--- src/rtl/pc_sequencer_if.sv ---
// Control, operand and status bundle between the pipeline front end and pc_sequencer.
// The master drives the selects and operands; the slave returns PC, EPC and return-stack status.
interface pc_sequencer_if #(
  parameter int WIDTH = 16
);
  logic [3:0]       pc_src;
  logic             pc_write;
  logic             stall;
  logic             comp;
  logic             in_kernel;
  logic             ras_push;
  logic [WIDTH-1:0] imm_addr;
  logic [WIDTH-1:0] se_imm;
  logic [WIDTH-1:0] ra;
  logic [WIDTH-1:0] mary;
  logic [WIDTH-1:0] pc_out;
  logic [WIDTH-1:0] epc_out;
  logic [WIDTH-1:0] ras_top;
  logic             ras_empty;
  logic             ras_full;
  logic             ras_ovf;
  logic             ras_unf;

  modport master (
    output pc_src, pc_write, stall, comp, in_kernel, ras_push,
           imm_addr, se_imm, ra, mary,
    input  pc_out, epc_out, ras_top, ras_empty, ras_full, ras_ovf, ras_unf
  );

  modport slave (
    input  pc_src, pc_write, stall, comp, in_kernel, ras_push,
           imm_addr, se_imm, ra, mary,
    output pc_out, epc_out, ras_top, ras_empty, ras_full, ras_ovf, ras_unf
  );
endinterface

--- src/rtl/pc_sequencer.sv ---
// Program counter sequencer: next-PC selection, trap EPC capture and a circular
// return-address stack with sticky overflow/underflow flags.
module pc_sequencer #(
  parameter int WIDTH       = 16,
  parameter int RAS_DEPTH   = 4,
  parameter int KERNEL_ADDR = 254,
  parameter int RESET_ADDR  = 0
) (
  input  logic           clock,
  input  logic           reset,
  pc_sequencer_if.slave  bus
);

  localparam int PTR_W = $clog2(RAS_DEPTH);
  localparam int CNT_W = PTR_W + 1;
  localparam logic [WIDTH-1:0] KernelPc = WIDTH'(KERNEL_ADDR);
  localparam logic [WIDTH-1:0] ResetPc  = WIDTH'(RESET_ADDR);
  localparam logic [CNT_W-1:0] FullCnt  = CNT_W'(RAS_DEPTH);

  logic [WIDTH-1:0] pc_q, epc_q;
  logic [WIDTH-1:0] stack_q [RAS_DEPTH];
  logic [PTR_W-1:0] ptr_q;
  logic [CNT_W-1:0] count_q;
  logic             ovf_q, unf_q;

  logic [WIDTH-1:0] pc_d;
  logic [WIDTH-1:0] ret_addr;
  logic [PTR_W-1:0] ptr_inc, ptr_dec;
  logic             empty, full, is_cond, is_ret, commit, do_push, do_pop;

  assign empty    = (count_q == '0);
  assign full     = (count_q == FullCnt);
  assign ret_addr = pc_q + WIDTH'(1);
  assign ptr_inc  = ptr_q + PTR_W'(1);
  assign ptr_dec  = ptr_q - PTR_W'(1);
  assign is_cond  = (bus.pc_src == 4'b0110) || (bus.pc_src == 4'b0111);
  assign is_ret   = (bus.pc_src == 4'b1010);
  assign commit   = bus.pc_write & ~bus.stall & ~(is_cond & ~bus.comp);
  assign do_push  = commit & bus.ras_push & ~is_ret;
  assign do_pop   = commit & is_ret;

  always_comb begin
    pc_d = pc_q;
    case (bus.pc_src)
      4'b0000: pc_d = pc_q + WIDTH'(1);
      4'b0001: pc_d = pc_q + bus.se_imm;
      4'b0010: pc_d = bus.imm_addr;
      4'b0011: pc_d = bus.ra;
      4'b0100: pc_d = bus.mary;
      4'b0101: pc_d = (bus.mary << 4) + pc_q;
      4'b0110: pc_d = bus.imm_addr;
      4'b0111: pc_d = pc_q + bus.se_imm;
      4'b1000: pc_d = KernelPc;
      4'b1001: pc_d = epc_q;
      4'b1010: pc_d = empty ? KernelPc : stack_q[ptr_q];
      default: pc_d = pc_q;
    endcase
  end

  // A return combined with a call reuses the top slot; the stack pointer always
  // names the live top entry and wraps, so a full push silently drops the oldest.
  always_ff @(posedge clock) begin
    if (!reset) begin
      pc_q    <= ResetPc;
      epc_q   <= ResetPc;
      ptr_q   <= '0;
      count_q <= '0;
      ovf_q   <= 1'b0;
      unf_q   <= 1'b0;
    end else if (!bus.stall) begin
      if (!bus.in_kernel) epc_q <= pc_q;
      if (commit)         pc_q  <= pc_d;
      if (do_push) begin
        ptr_q            <= ptr_inc;
        stack_q[ptr_inc] <= ret_addr;
        if (full) ovf_q   <= 1'b1;
        else      count_q <= count_q + CNT_W'(1);
      end else if (do_pop) begin
        if (empty) begin
          unf_q <= 1'b1;
          if (bus.ras_push) begin
            ptr_q            <= ptr_inc;
            stack_q[ptr_inc] <= ret_addr;
            count_q          <= CNT_W'(1);
          end
        end else if (bus.ras_push) begin
          stack_q[ptr_q] <= ret_addr;
        end else begin
          ptr_q   <= ptr_dec;
          count_q <= count_q - CNT_W'(1);
        end
      end
    end
  end

  assign bus.pc_out    = pc_q;
  assign bus.epc_out   = epc_q;
  assign bus.ras_top   = empty ? '0 : stack_q[ptr_q];
  assign bus.ras_empty = empty;
  assign bus.ras_full  = full;
  assign bus.ras_ovf   = ovf_q;
  assign bus.ras_unf   = unf_q;

endmodule

--- src/flat_wrapper.sv ---
// flat-port wrapper written by rule: the top's interface ports become plain ports
module pc_sequencer_flat 
#(
  parameter int WIDTH       = 16,
  parameter int RAS_DEPTH   = 4,
  parameter int KERNEL_ADDR = 254,
  parameter int RESET_ADDR  = 0
)
  (clock, reset, bus_pc_src, bus_pc_write, bus_stall, bus_comp, bus_in_kernel, bus_ras_push, bus_imm_addr, bus_se_imm, bus_ra, bus_mary, bus_pc_out, bus_epc_out, bus_ras_top, bus_ras_empty, bus_ras_full, bus_ras_ovf, bus_ras_unf);
  pc_sequencer_if #(.WIDTH(WIDTH)) bus_i ();
  input  logic clock;
  input  logic reset;
  input wire logic [$bits(bus_i.pc_src)-1:0] bus_pc_src;
  input wire logic [$bits(bus_i.pc_write)-1:0] bus_pc_write;
  input wire logic [$bits(bus_i.stall)-1:0] bus_stall;
  input wire logic [$bits(bus_i.comp)-1:0] bus_comp;
  input wire logic [$bits(bus_i.in_kernel)-1:0] bus_in_kernel;
  input wire logic [$bits(bus_i.ras_push)-1:0] bus_ras_push;
  input wire logic [$bits(bus_i.imm_addr)-1:0] bus_imm_addr;
  input wire logic [$bits(bus_i.se_imm)-1:0] bus_se_imm;
  input wire logic [$bits(bus_i.ra)-1:0] bus_ra;
  input wire logic [$bits(bus_i.mary)-1:0] bus_mary;
  output wire logic [$bits(bus_i.pc_out)-1:0] bus_pc_out;
  output wire logic [$bits(bus_i.epc_out)-1:0] bus_epc_out;
  output wire logic [$bits(bus_i.ras_top)-1:0] bus_ras_top;
  output wire logic [$bits(bus_i.ras_empty)-1:0] bus_ras_empty;
  output wire logic [$bits(bus_i.ras_full)-1:0] bus_ras_full;
  output wire logic [$bits(bus_i.ras_ovf)-1:0] bus_ras_ovf;
  output wire logic [$bits(bus_i.ras_unf)-1:0] bus_ras_unf;
  assign bus_i.pc_src = bus_pc_src;
  assign bus_i.pc_write = bus_pc_write;
  assign bus_i.stall = bus_stall;
  assign bus_i.comp = bus_comp;
  assign bus_i.in_kernel = bus_in_kernel;
  assign bus_i.ras_push = bus_ras_push;
  assign bus_i.imm_addr = bus_imm_addr;
  assign bus_i.se_imm = bus_se_imm;
  assign bus_i.ra = bus_ra;
  assign bus_i.mary = bus_mary;
  assign bus_pc_out = bus_i.pc_out;
  assign bus_epc_out = bus_i.epc_out;
  assign bus_ras_top = bus_i.ras_top;
  assign bus_ras_empty = bus_i.ras_empty;
  assign bus_ras_full = bus_i.ras_full;
  assign bus_ras_ovf = bus_i.ras_ovf;
  assign bus_ras_unf = bus_i.ras_unf;
  pc_sequencer #(.WIDTH(WIDTH), .RAS_DEPTH(RAS_DEPTH), .KERNEL_ADDR(KERNEL_ADDR), .RESET_ADDR(RESET_ADDR)) u_core (.clock(clock), .reset(reset), .bus(bus_i));
endmodule
--- config.mk ---
export PLATFORM = sky130hd
export DESIGN_NAME = pc_sequencer_flat
export DESIGN_NICKNAME = d
export VERILOG_FILES = /design/src/rtl/pc_sequencer_if.sv /design/src/rtl/pc_sequencer.sv /design/src/flat_wrapper.sv
export SDC_FILE = /design/constraint.sdc
export NUM_CORES = 1
export LEC_CHECK = 0
export ABC_AREA = 1
export CAP_MARGIN = 15
export CORE_AREA = 2 2 129 131
export DETAILED_ROUTE_END_ITERATION = 7
export DIE_AREA = 0 0 131 133
export HOLD_SLACK_MARGIN = 0.1
export PLACE_DENSITY = 0.67
export SYNTH_ARGS = -nofsm -noshare
export SYNTH_HDL_FRONTEND = slang
export SYNTH_SLANG_ARGS = --single-unit
--- constraint.sdc ---
create_clock -name clock -period 5.2 [get_ports clock]
set_input_delay 0.78 -clock clock [delete_from_list [all_inputs] [get_ports clock]]
set_output_delay 0.78 -clock clock [all_outputs]
set_load 0.02 [all_outputs]
Word-level counts from Yosys, hierarchy flattened
Memory sizes are Yosys's and may differ from the RTL's. A register that Yosys moved wholly into a read port is not among the register bits.
Index checks and enable logic that the tools add are counted.

word-level totals
  memories kept = 1
  word-level logic and storage cells = 92
  input port bits = 75
  register bits after elaboration = 39
  memory bits (writable) = 64
  output and inout port bits = 52

memory list
  memory          words  bits a word  read ports  clocked after Yosys merged registers in  wr ports  line                source
  u_core.stack_q  4      16           1           1                                        1         pc_sequencer.sv:21  logic [WIDTH-1:0] stack_q [RAS_DEPTH];

operators by class
  bitwise gates (word level) = 13
  equality and inequality tests = 14
  multiplexer cells = 37
  add/subtract/negate cells = 7
  reductions and logical operators = 14

operators by type and width
  operator                                                               count
  16-bit case mux with 9 select lines                                    1
  16-bit 2-to-1 mux                                                      4
  16-bit adder                                                           2
  1-bit 2-to-1 mux                                                       18
  3-bit 2-to-1 mux                                                       6
  16-bit by 1-bit adder with 16-bit output, second input constant        1
  4-bit by 3-bit equality test with 1-bit output, second input constant  4
  2-bit 2-to-1 mux                                                       8
  16-bit OR reduction                                                    1
  4-bit equality test, second input constant                             3
  9-bit nonzero test                                                     1
  4-bit by 2-bit equality test with 1-bit output, second input constant  2
  4-bit AND reduction                                                    2
  1-bit bitwise AND                                                      6
  1-bit inverter                                                         6
  3-bit AND reduction                                                    2
  5-bit AND reduction                                                    1
  4-bit by 1-bit equality test with 1-bit output, second input constant  1
  4-bit logical NOT                                                      1
  2-bit OR reduction                                                     2
  3-bit by 1-bit adder with 3-bit output, second input constant          1
  3-bit equality test, second input constant                             1
  3-bit logical NOT                                                      1
  3-bit by 1-bit != test with 1-bit output, second input constant        1
  other kinds (9)                                                        9

Depth between registers and ports, before layout
Gate-level depths: netlist of the first run.

  depth after elaboration = 13
  gate-level depth with buffers = 15
  mapped depth without buffers = 15

Worst setup path before layout of the first run
No wires, ideal clock.

  path type = in2reg
  from = input bus_pc_src[2]
  to = memory u_core.stack_q[2][0], enable pin
  buffers on the path = 0
  data required time = 4.811 ns
  data arrival time = 2.477 ns
  cell stages on the path = 11
  slack = 2.335 ns
  cell sequence = inv_1 nand2_4 nor2_8 inv_4 nand3_4 nand2_4 nor2_4 nand3_2 o21ai_1 inv_1 nor2_1

between the ends
  cells in the longest elaborated chain, start to end = 13

RTL lines
  what                                                                      line                                                        source
  start: declaration                                                        flat_wrapper.sv:13                                          input wire logic [$bits(bus_i.pc_src)-1:0] bus_pc_src;
  4-bit by 3-bit equality test with 1-bit output                            pc_sequencer.sv:36                                          assign is_cond = (bus.pc_src == 4'b0110) || (bus.pc_src == 4'b0111);
  1-bit logical OR                                                          pc_sequencer.sv:36
  1-bit bitwise AND                                                         pc_sequencer.sv:38                                          assign commit = bus.pc_write & ~bus.stall & ~(is_cond & ~bus.comp);
  1-bit inverter                                                            pc_sequencer.sv:38
  1-bit bitwise AND                                                         pc_sequencer.sv:38
  1-bit bitwise AND, on equally long branches                               pc_sequencer.sv:40, pc_sequencer.sv:39
  1-bit 2-to-1 mux or 1-bit bitwise AND (tied branches)                     pc_sequencer.sv:78, pc_sequencer.sv:39
  1-bit 2-to-1 mux                                                          pc_sequencer.sv:73                                          if (do_push) begin
  1-bit 2-to-1 mux                                                          pc_sequencer.sv:70                                          end else if (!bus.stall) begin
  1-bit 2-to-1 mux                                                          pc_sequencer.sv:63                                          if (!reset) begin
  1-bit 2-to-1 mux, on equally long branches                                pc_sequencer.sv:87, pc_sequencer.sv:75, pc_sequencer.sv:83
  16-bit OR reduction (no source line) or 1-bit bitwise OR (tied branches)  n/a
  2-bit 2-to-1 mux (no source line) or 1-bit 2-to-1 mux (tied branches)     n/a
  end: declaration                                                          pc_sequencer.sv:21

Several ways; a longest one is shown, not always the timed one.

==> metrics.log, run 1 <==
[metrics] post-route antenna net violation count: 0
[metrics] type of the setup path with the least slack: flop to primary output
[metrics] number of sinks on the clock net: 105
[metrics] post-synth top area share: 27.0%
[metrics] layout net count: 1232
[metrics] top-level I/O count: 127
[metrics] DPL Wire Length: 17.4 mm
[metrics] Detailed Routing Iterations Pass 1: 5
[metrics] Syn Nets: 1111
[metrics] routed wire length per instance: 16.6 microns
[metrics] minimum setup slack among reg-to-reg paths: 2.18 ns
[metrics] Leak Pwr: 3.82 nW
[metrics] core footprint: 16200 sq um
[metrics] crit-path max cell delay: 0.60 ns
[metrics] Hold Violations, Final: 0
[metrics] number of antenna violations at the first check in global routing: 0
[metrics] hold-fix buffer count after cts: 0
[metrics] critical-path maximum fanout: 30
[metrics] Final Max Tran Viols: 0
[metrics] cell count after synthesis: 1004
[metrics] number of core rows: 47
[metrics] Cells on Worst Hold Path: 2
[metrics] register area share after synthesis: 38.6%
[metrics] max frequency: 277 MHz
[metrics] number of enable flip-flop cells after synthesis: 64
[metrics] H-tree depth reported by CTS: 3
[metrics] full die area: 17400 sq um
[metrics] Iter 0 DRT Violations: 551
[metrics] share of synthesized area spent on multiplexers: 0%
[metrics] highest metal layer used by the detailed router: met4
[metrics] number of cells traversed by the worst register-to-register path: 12
[metrics] via count: 7092
[metrics] pwr dens: 234 nW/um^2
[metrics] total number of cells along the worst setup path: 7
[metrics] compound-gate portion of the synthesized area: 11.3%
[metrics] Ant. Diodes: 0
[metrics] worst max-slew margin expressed relative to the limit: 23.8%
[metrics] Post-Route Setup TNS: 0 ns
[metrics] fin area: 8910 sq um
[metrics] routed length on met1: 9.86 mm
[metrics] # Max-Cap Violations: 0
[metrics] time the worst path needs with I/O delays and setup: 3.61 ns
[metrics] number of fill cells: 1563
[metrics] worst endpoint required time: 4.42 ns
[metrics] crit-path most repeated cell: sky130_fd_sc_hd__buf_4
[metrics] leading post-synthesis cells by cell area: sky130_fd_sc_hd__edfxtp_1 (27%), sky130_fd_sc_hd__nand2_1 (16%), sky130_fd_sc_hd__dfxtp_1 (12%)
[metrics] worst flop-to-flop path startpoint: u_core.count_q[0]
[metrics] type of origin of the critical path: flop
[metrics] type of destination of the critical path: primary output
[metrics] total wire length: 22.4 mm
[metrics] dominant combinational cell family by area after synthesis: simple AND/OR/NAND/NOR gates
[metrics] dpl cell area: 8590 sq um
[metrics] width of the die: 131 microns
[metrics] Routed met2 length: 10.8 mm
[metrics] final setup slack of the worst path: 1.59 ns
[metrics] flip-flop cell with the highest count after synthesis: sky130_fd_sc_hd__edfxtp_1
[metrics] flop and latch count out of synthesis: 105
[metrics] chip height: 133 microns
[metrics] source-to-sink clock delay at the later pin of the worst-skew pair: 0.35 ns
[metrics] overflow left after global routing: 0
[metrics] Endpoint, Worst Hold: u_core.bus.ras_ovf
[metrics] count of cells resized by post-cts repair: 0
[metrics] xor and xnor fraction of the mapped netlist area: 2.34%
[metrics] arrival time of data at the critical path endpoint: 2.83 ns
[metrics] Finish-stage setup viols: 0
[metrics] wire length of the first global-routing pass: 35.0 mm
[metrics] type of the most critical hold path: flop to flop
[metrics] synthesized area divided by synthesized cell count: 7.08 sq um
[metrics] total CTS buffers: 9
[metrics] Yosys Warn Count: 0
[metrics] vias in the first global route: 6679
[metrics] Synth Area in Simple Gates: 33.7%
[metrics] post-synthesis instance area: 7110 sq um
[metrics] CTS tree: done
[metrics] number of port buffers: 126
[metrics] Clock Skews: 0.0115 ns
[metrics] routed length on met3: 1.29 mm
[metrics] buffers plus inverters on the worst setup path: 4
[metrics] fraction of layout instances using a drive strength above 1: 5.04%
[metrics] count of unique library cells instantiated by Yosys: 45
[metrics] FF-to-FF End: u_core.stack_q[1][3]
[metrics] adder-cell share of the synthesized area: 5.84%
[metrics] share of synthesized registers carrying an async set or reset: 0%
[metrics] DRC violations left: 0
[metrics] clock-pin slew of the registers on the worst-case setup and hold paths: 0.07 ns
[metrics] setup repair after global routing missed its margin: no
[metrics] Peak supply drop: 0.150 mV
[metrics] relative area change from synthesis to final layout: 25.4%
[metrics] Crit path max-delay family: buffers and inverters
[metrics] Slowest-stage cell, CP: sky130_fd_sc_hd__clkdlybuf4s50_1
[metrics] clock tree buffer depth: 2
[metrics] Critical Path, Cell by Cell: buf_4, clkinv_1, buf_4, o21ai_0, o22a_1, nor2_1, clkdlybuf4s50_1
[metrics] fraction of the cycle the final worst path needs: 69.4%
[metrics] final weighted congestion in routability-driven placement: 0.964
[metrics] initial core utilization: 44.0%
[metrics] total routing resource utilization after global routing: 26.1%
[metrics] most area-hungry cell type in the Yosys netlist: sky130_fd_sc_hd__edfxtp_1
[metrics] minimum setup slack after placement: 1.74 ns
[metrics] worst hold start: u_core.bus.ras_ovf
[metrics] Post CTS Setup Buffer Count: 0
[metrics] CTS Root Cell: sky130_fd_sc_hd__clkbuf_16
[metrics] measured slew at the worst slew-check pin: 1.14 ns
[metrics] pin count of the biggest net entering global routing: 32
[metrics] status: complete, no violations
[metrics] detailed-route vias per instance: 5.25
-- tightest hold or removal path, stage by stage, from the launching register on --
cell	delay [ns]
sky130_fd_sc_hd__dfxtp_1	0.33
sky130_fd_sc_hd__nor2_1	0.05
sky130_fd_sc_hd__nor2_1	0.08
-- Yosys cell counts (3+ instances only) --
cell type	count
sky130_fd_sc_hd__clkbuf_1	13
sky130_fd_sc_hd__o21ai_0	63
sky130_fd_sc_hd__nand2_2	3
sky130_fd_sc_hd__nand3_1	81
sky130_fd_sc_hd__inv_1	113
sky130_fd_sc_hd__dfxtp_1	41
sky130_fd_sc_hd__buf_4	3
sky130_fd_sc_hd__o22a_1	9
sky130_fd_sc_hd__nor2_1	115
sky130_fd_sc_hd__buf_2	8
sky130_fd_sc_hd__nor3_1	11
sky130_fd_sc_hd__inv_2	3
sky130_fd_sc_hd__or2_2	9
sky130_fd_sc_hd__ha_1	30
sky130_fd_sc_hd__xnor2_1	6
sky130_fd_sc_hd__edfxtp_1	64
sky130_fd_sc_hd__a21oi_1	64
sky130_fd_sc_hd__nand3b_1	4
sky130_fd_sc_hd__nand2_1	301
sky130_fd_sc_hd__nand4_1	13
sky130_fd_sc_hd__xor2_1	13
sky130_fd_sc_hd__nor2_2	4
sky130_fd_sc_hd__nor2_4	3
-- worst max path at each step --
stage	to	slack, ns	start
4_1_cts	bus_ras_top[4]	1.59	flop
5_1_grt	bus_ras_top[4]	1.40	flop
3_3_place_gp	u_core.stack_q[2][13]	1.87	reset
6_report	bus_ras_top[4]	1.59	flop
2_1_floorplan	u_core.stack_q[2][0]	2.33	bus_pc_src[2]
3_5_place_dp	u_core.stack_q[0][12]	1.74	reset
-- flip-flops by register name (all words and copies together) (netlist names), named ones only --
| register | cells |
|---|---|
| u_core.stack_q | 64 |
| u_core.bus.ras_unf | 1 |
| u_core.bus.pc_out | 16 |
| u_core.ptr_q | 2 |
| u_core.bus.epc_out | 16 |
| u_core.count_q | 3 |
| u_core.bus.ras_ovf | 1 |
-- layout make-up --
class / count / area, sq um / share of cell area (%)
clock buffer: 11 / 233 / 2.61
clock inverter: 5 / 88.8 / 0.996
inverter: 118 / 445 / 5.00
multi-input combinational: 754 / 3790 / 42.5
sequential: 105 / 2740 / 30.8
tap: 220 / 275 / 3.09
timing repair buffer: 137 / 1340 / 15.1
-- where the power goes --
group	switching [mW]	internal [mW]
sequential	0.0250	0.900
clock	0.305	0.428
combinational	0.251	0.179
total	0.581	1.51
-- metrics by stage --
| step | total power, mW | instances | hold slack (ns) | util (%) |
|---|---|---|---|---|
| 4_1_cts | 2.09 | 1350 | 0.488 | 55.1 |
| 6_report | 2.09 | 1350 | 0.485 | 55.1 |
| 5_1_grt | 2.16 | 1350 | 0.519 | 55.1 |
| 3_3_place_gp | 1.37 | 1334 | 0.474 | 53.1 |
| 2_1_floorplan | 1.19 | 1004 | 0.456 | - |
| 3_5_place_dp | 1.37 | 1334 | 0.478 | 53.1 |
-- placed cells by master, fill, tap and decap left out, types with 3 or more instances in the layout --
| cell type | instances |
|---|---|
| sky130_fd_sc_hd__a21oi_1 | 64 |
| sky130_fd_sc_hd__buf_4 | 11 |
| sky130_fd_sc_hd__clkbuf_16 | 9 |
| sky130_fd_sc_hd__clkdlybuf4s50_1 | 126 |
| sky130_fd_sc_hd__dfxtp_1 | 41 |
| sky130_fd_sc_hd__edfxtp_1 | 64 |
| sky130_fd_sc_hd__ha_1 | 30 |
| sky130_fd_sc_hd__inv_1 | 113 |
| sky130_fd_sc_hd__inv_2 | 3 |
| sky130_fd_sc_hd__nand2_1 | 301 |
| sky130_fd_sc_hd__nand2_2 | 3 |
| sky130_fd_sc_hd__nand3_1 | 81 |
| sky130_fd_sc_hd__nand3b_1 | 4 |
| sky130_fd_sc_hd__nand4_1 | 13 |
| sky130_fd_sc_hd__nor2_1 | 114 |
| sky130_fd_sc_hd__nor2_2 | 5 |
| sky130_fd_sc_hd__nor2_4 | 3 |
| sky130_fd_sc_hd__nor3_1 | 11 |
| sky130_fd_sc_hd__o21ai_0 | 63 |
| sky130_fd_sc_hd__o22a_1 | 9 |
| sky130_fd_sc_hd__or2_2 | 9 |
| sky130_fd_sc_hd__xnor2_1 | 6 |
| sky130_fd_sc_hd__xor2_1 | 13 |
-- metal layers --
metal,global-route usage (%),up-vias
met3,3.44,37
met5,0,-
li1,-,3531
met2,43.4,257
met1,35.5,3267
met4,7.09,0
-- logic make-up (layout without fill, tap and decap cells) --
family | Yosys count | count (layout)
compound gates | 147 | 147
buf+inv | 145 | 271
simple gates | 556 | 556
fa+ha+maj | 32 | 32
xor+xnor | 19 | 19
flops | 105 | 105
Note: power is estimated with default switching activity, not from simulation.
==> run 2: changes to the inputs <==
==> constraint.sdc (replaced) <==
create_clock -name clock -period 3.5 [get_ports clock]
set_input_delay 0.525 -clock clock [delete_from_list [all_inputs] [get_ports clock]]
set_output_delay 0.525 -clock clock [all_outputs]
set_load 0.02 [all_outputs]
==> run 2 against run 1 <==
Net effect: utilization up 0.22 points; total power up 46%; die area unchanged; highest routed layer unchanged.
==> metrics.log, run 2 (synthesis results as in run 1) <==
[metrics] post-placement cell count: 1342 (was 1334)
[metrics] Finish-stage setup viols: 0 (unchanged)
[metrics] worst endpoint required time: 2.97 ns (was 4.42 ns)
[metrics] area of the multi-input gates: 3790 sq um (unchanged)
[metrics] post-route antenna net violation count: 0 (unchanged)
[metrics] type of destination of the critical path: primary output (unchanged)
[metrics] total CTS buffers: 9 (unchanged)
[metrics] time the worst path needs with I/O delays and setup: 3.02 ns
[metrics] total routing resource utilization after global routing: 26.7% (was 26.1%)
[metrics] Overall Power: 3.04 mW (was 2.09 mW)
[metrics] max frequency: 331 MHz
[metrics] width of the die: 131 microns (unchanged)
[metrics] Leak Pwr: 3.86 nW (was 3.82 nW)
[metrics] met2 global-route usage: 43.9% (was 43.4%)
[metrics] register ranked first by flip-flop count: u_core.stack_q (unchanged)
[metrics] Ant. Diodes: 0 (unchanged)
[metrics] pwr dens: 340 nW/um^2 (was 234 nW/um^2)
[metrics] CTS Root Cell: sky130_fd_sc_hd__clkbuf_16 (unchanged)
[metrics] detailed-route vias per instance: 5.30 (was 5.25)
[metrics] vias in the first global route: 6766 (was 6679)
[metrics] Peak supply drop: 0.244 mV (was 0.150 mV)
[metrics] Clock Skews: 0.00964 ns (was 0.0115 ns)
[metrics] hold-fix buffer count after cts: 0 (unchanged)
[metrics] Detailed Routing Iterations Pass 1: 5 (unchanged)
[metrics] number of core rows: 47 (unchanged)
[metrics] Non-Filler Instances: 1358 (was 1350)
[metrics] full die area: 17400 sq um (unchanged)
[metrics] minimum hold slack: 0.481 ns (was 0.485 ns)
[metrics] sequential cell area: 2740 sq um (unchanged)
[metrics] via count: 7199 (was 7092)
[metrics] CTS tree: done (unchanged)
[metrics] max reg flops: 64 (unchanged)
[metrics] # Max-Cap Violations: 0 (unchanged)
[metrics] setup repair after global routing missed its margin: no (unchanged)
[metrics] count of cells resized by post-cts repair: 0 (unchanged)
[metrics] Post CTS Setup Buffer Count: 0 (unchanged)
[metrics] routed wire length per instance: 16.7 microns (was 16.6 microns)
[metrics] measured slew at the worst slew-check pin: 0.676 ns (was 1.14 ns)
[metrics] number of port buffers: 126 (unchanged)
[metrics] status: complete, no violations (unchanged)
[metrics] core footprint: 16200 sq um (unchanged)
[metrics] final weighted congestion in routability-driven placement: 0.952 (was 0.964)
[metrics] number of antenna violations at the first check in global routing: 0 (unchanged)
[metrics] total wire length: 22.7 mm (was 22.4 mm)
[metrics] type of the most critical hold path: flop to flop (unchanged)
[metrics] type of the setup path with the least slack: flop to primary output (unchanged)
[metrics] DPL Wire Length: 17.7 mm (was 17.4 mm)
[metrics] Iter 0 DRT Violations: 800 (was 551)
[metrics] number of sinks on the clock net: 105 (unchanged)
[metrics] layout net count: 1240 (was 1232)
[metrics] overflow left after global routing: 0 (unchanged)
[metrics] clock-pin slew of the registers on the worst-case setup and hold paths: 0.07 ns (about the same)
[metrics] type of origin of the critical path: flop (unchanged)
[metrics] top-level I/O count: 127 (unchanged)
[metrics] initial core utilization: 44.0% (unchanged)
[metrics] arrival time of data at the critical path endpoint: 2.50 ns (was 2.83 ns)
[metrics] source-to-sink clock delay at the later pin of the worst-skew pair: 0.35 ns (about the same)
[metrics] Hold Violations, Final: 0 (unchanged)
[metrics] Post-Route Setup TNS: 0 ns (unchanged)
[metrics] commonest non-fill, non-tap cell in the layout: sky130_fd_sc_hd__nand2_1 (unchanged)
[metrics] met3 Use GR: 3.23% (was 3.44%)
[metrics] DRC violations left: 0 (unchanged)
[metrics] H-tree depth reported by CTS: 3 (unchanged)
[metrics] number of fill cells: 1586 (was 1563)
[metrics] chip height: 133 microns (unchanged)
[metrics] relative area change from synthesis to final layout: 25.9% (was 25.4%)
[metrics] worst max-slew margin expressed relative to the limit: 54.9% (was 23.8%)
[metrics] global route hottest layer: met2 (unchanged)
[metrics] clock tree buffer depth: 2 (unchanged)
[metrics] met1 demand-to-capacity share in global routing: 37.1% (was 35.5%)
[metrics] fraction of the cycle the final worst path needs: 86.4%
[metrics] Final Max Tran Viols: 0 (unchanged)
[metrics] critical-path maximum fanout: 21 (was 30)
[metrics] pin count of the biggest net entering global routing: 32 (unchanged)
[metrics] commonest cells after routing, fill and taps aside: sky130_fd_sc_hd__nand2_1 (301), sky130_fd_sc_hd__clkdlybuf4s50_1 (126), sky130_fd_sc_hd__nor2_1 (114) (unchanged)
[metrics] fraction of layout instances using a drive strength above 1: 5.80% (was 5.04%)
[metrics] wire length of the first global-routing pass: 35.9 mm (was 35.0 mm)
## run 2: changes by cell type in the layout (fill, tap and decap cells not counted), sizes merged
cell and change:
clkinv -1, clkbuf +1, buf +8, inv +1
bufinv -1
## run 2: final timing paths
check | start | end | slack (ns) | cells past startpoint
worst max register to register | u_core.count_q[0] | u_core.stack_q[2][11] | 0.95 | 13
worst min register to register | u_core.bus.ras_ovf | u_core.bus.ras_ovf | 0.48 | 2
worst min-delay path | u_core.bus.ras_ovf | u_core.bus.ras_ovf | 0.48 | 2
worst max-delay path | flop | bus_ras_top[5] | 0.48 | 6
## run 2: power by group
group	internal [mW]	switching, mW	leakage [nW]	total (mW)
clock network	0.575	0.444	0.148	1.02
logic	0.271	0.377	2.79	0.647
registers	1.34	0.0367	0.923	1.37
total	2.18	0.857	3.86	3.04
## run 2: critical path: stages (launching register included)
cell,delay [ns]
sky130_fd_sc_hd__dfxtp_1,0.33
sky130_fd_sc_hd__clkinv_1,0.44
sky130_fd_sc_hd__buf_4,0.38
sky130_fd_sc_hd__o21ai_0,0.18
sky130_fd_sc_hd__o22a_1,0.23
sky130_fd_sc_hd__nor2_1,0.06
sky130_fd_sc_hd__clkdlybuf4s50_1,0.54
## run 2: area by class of cell
class | instances | share of cell area, %
Timing Repair Buffer | 145 | 15.7
Sequential cell | 105 | 30.6
Clock buffer | 12 | 2.73
Tap cell | 220 | 3.08
Inverter | 118 | 4.98
Multi-Input combinational cell | 754 | 42.3
Clock inverter | 4 | 0.587
## run 2: per-layer routing
metal	part of all wire, %	vias to the layer above	wire [microns]
met3	6.7	31	1520
met1	45	3346	10100
met2	47	276	10700
li1	-	3546	-
met4	1.8	0	408
met5	0	-	0
## run 2: per-stage QoR
stage	area [sq um]	worst slack [ns]	util (%)
6_report	8950	0.476	55.3
5_1_grt	8950	0.271	55.3
2_1_floorplan	7110	0.867	-
3_3_place_gp	8650	0.648	53.5
4_1_cts	8950	0.443	55.3
3_5_place_dp	8650	0.556	53.5
==> run 3: changes to the inputs <==
--- a/config.mk
+++ b/config.mk
@@ -12,6 +12,7 @@
 export DIE_AREA = 0 0 131 133
 export HOLD_SLACK_MARGIN = 0.1
 export PLACE_DENSITY = 0.67
+export SLEW_MARGIN = 40
 export SYNTH_ARGS = -nofsm -noshare
 export SYNTH_HDL_FRONTEND = slang
 export SYNTH_SLANG_ARGS = --single-unit
==> results of run 3 <==
Final layout, timing and power as in run 2 (identical DEF).
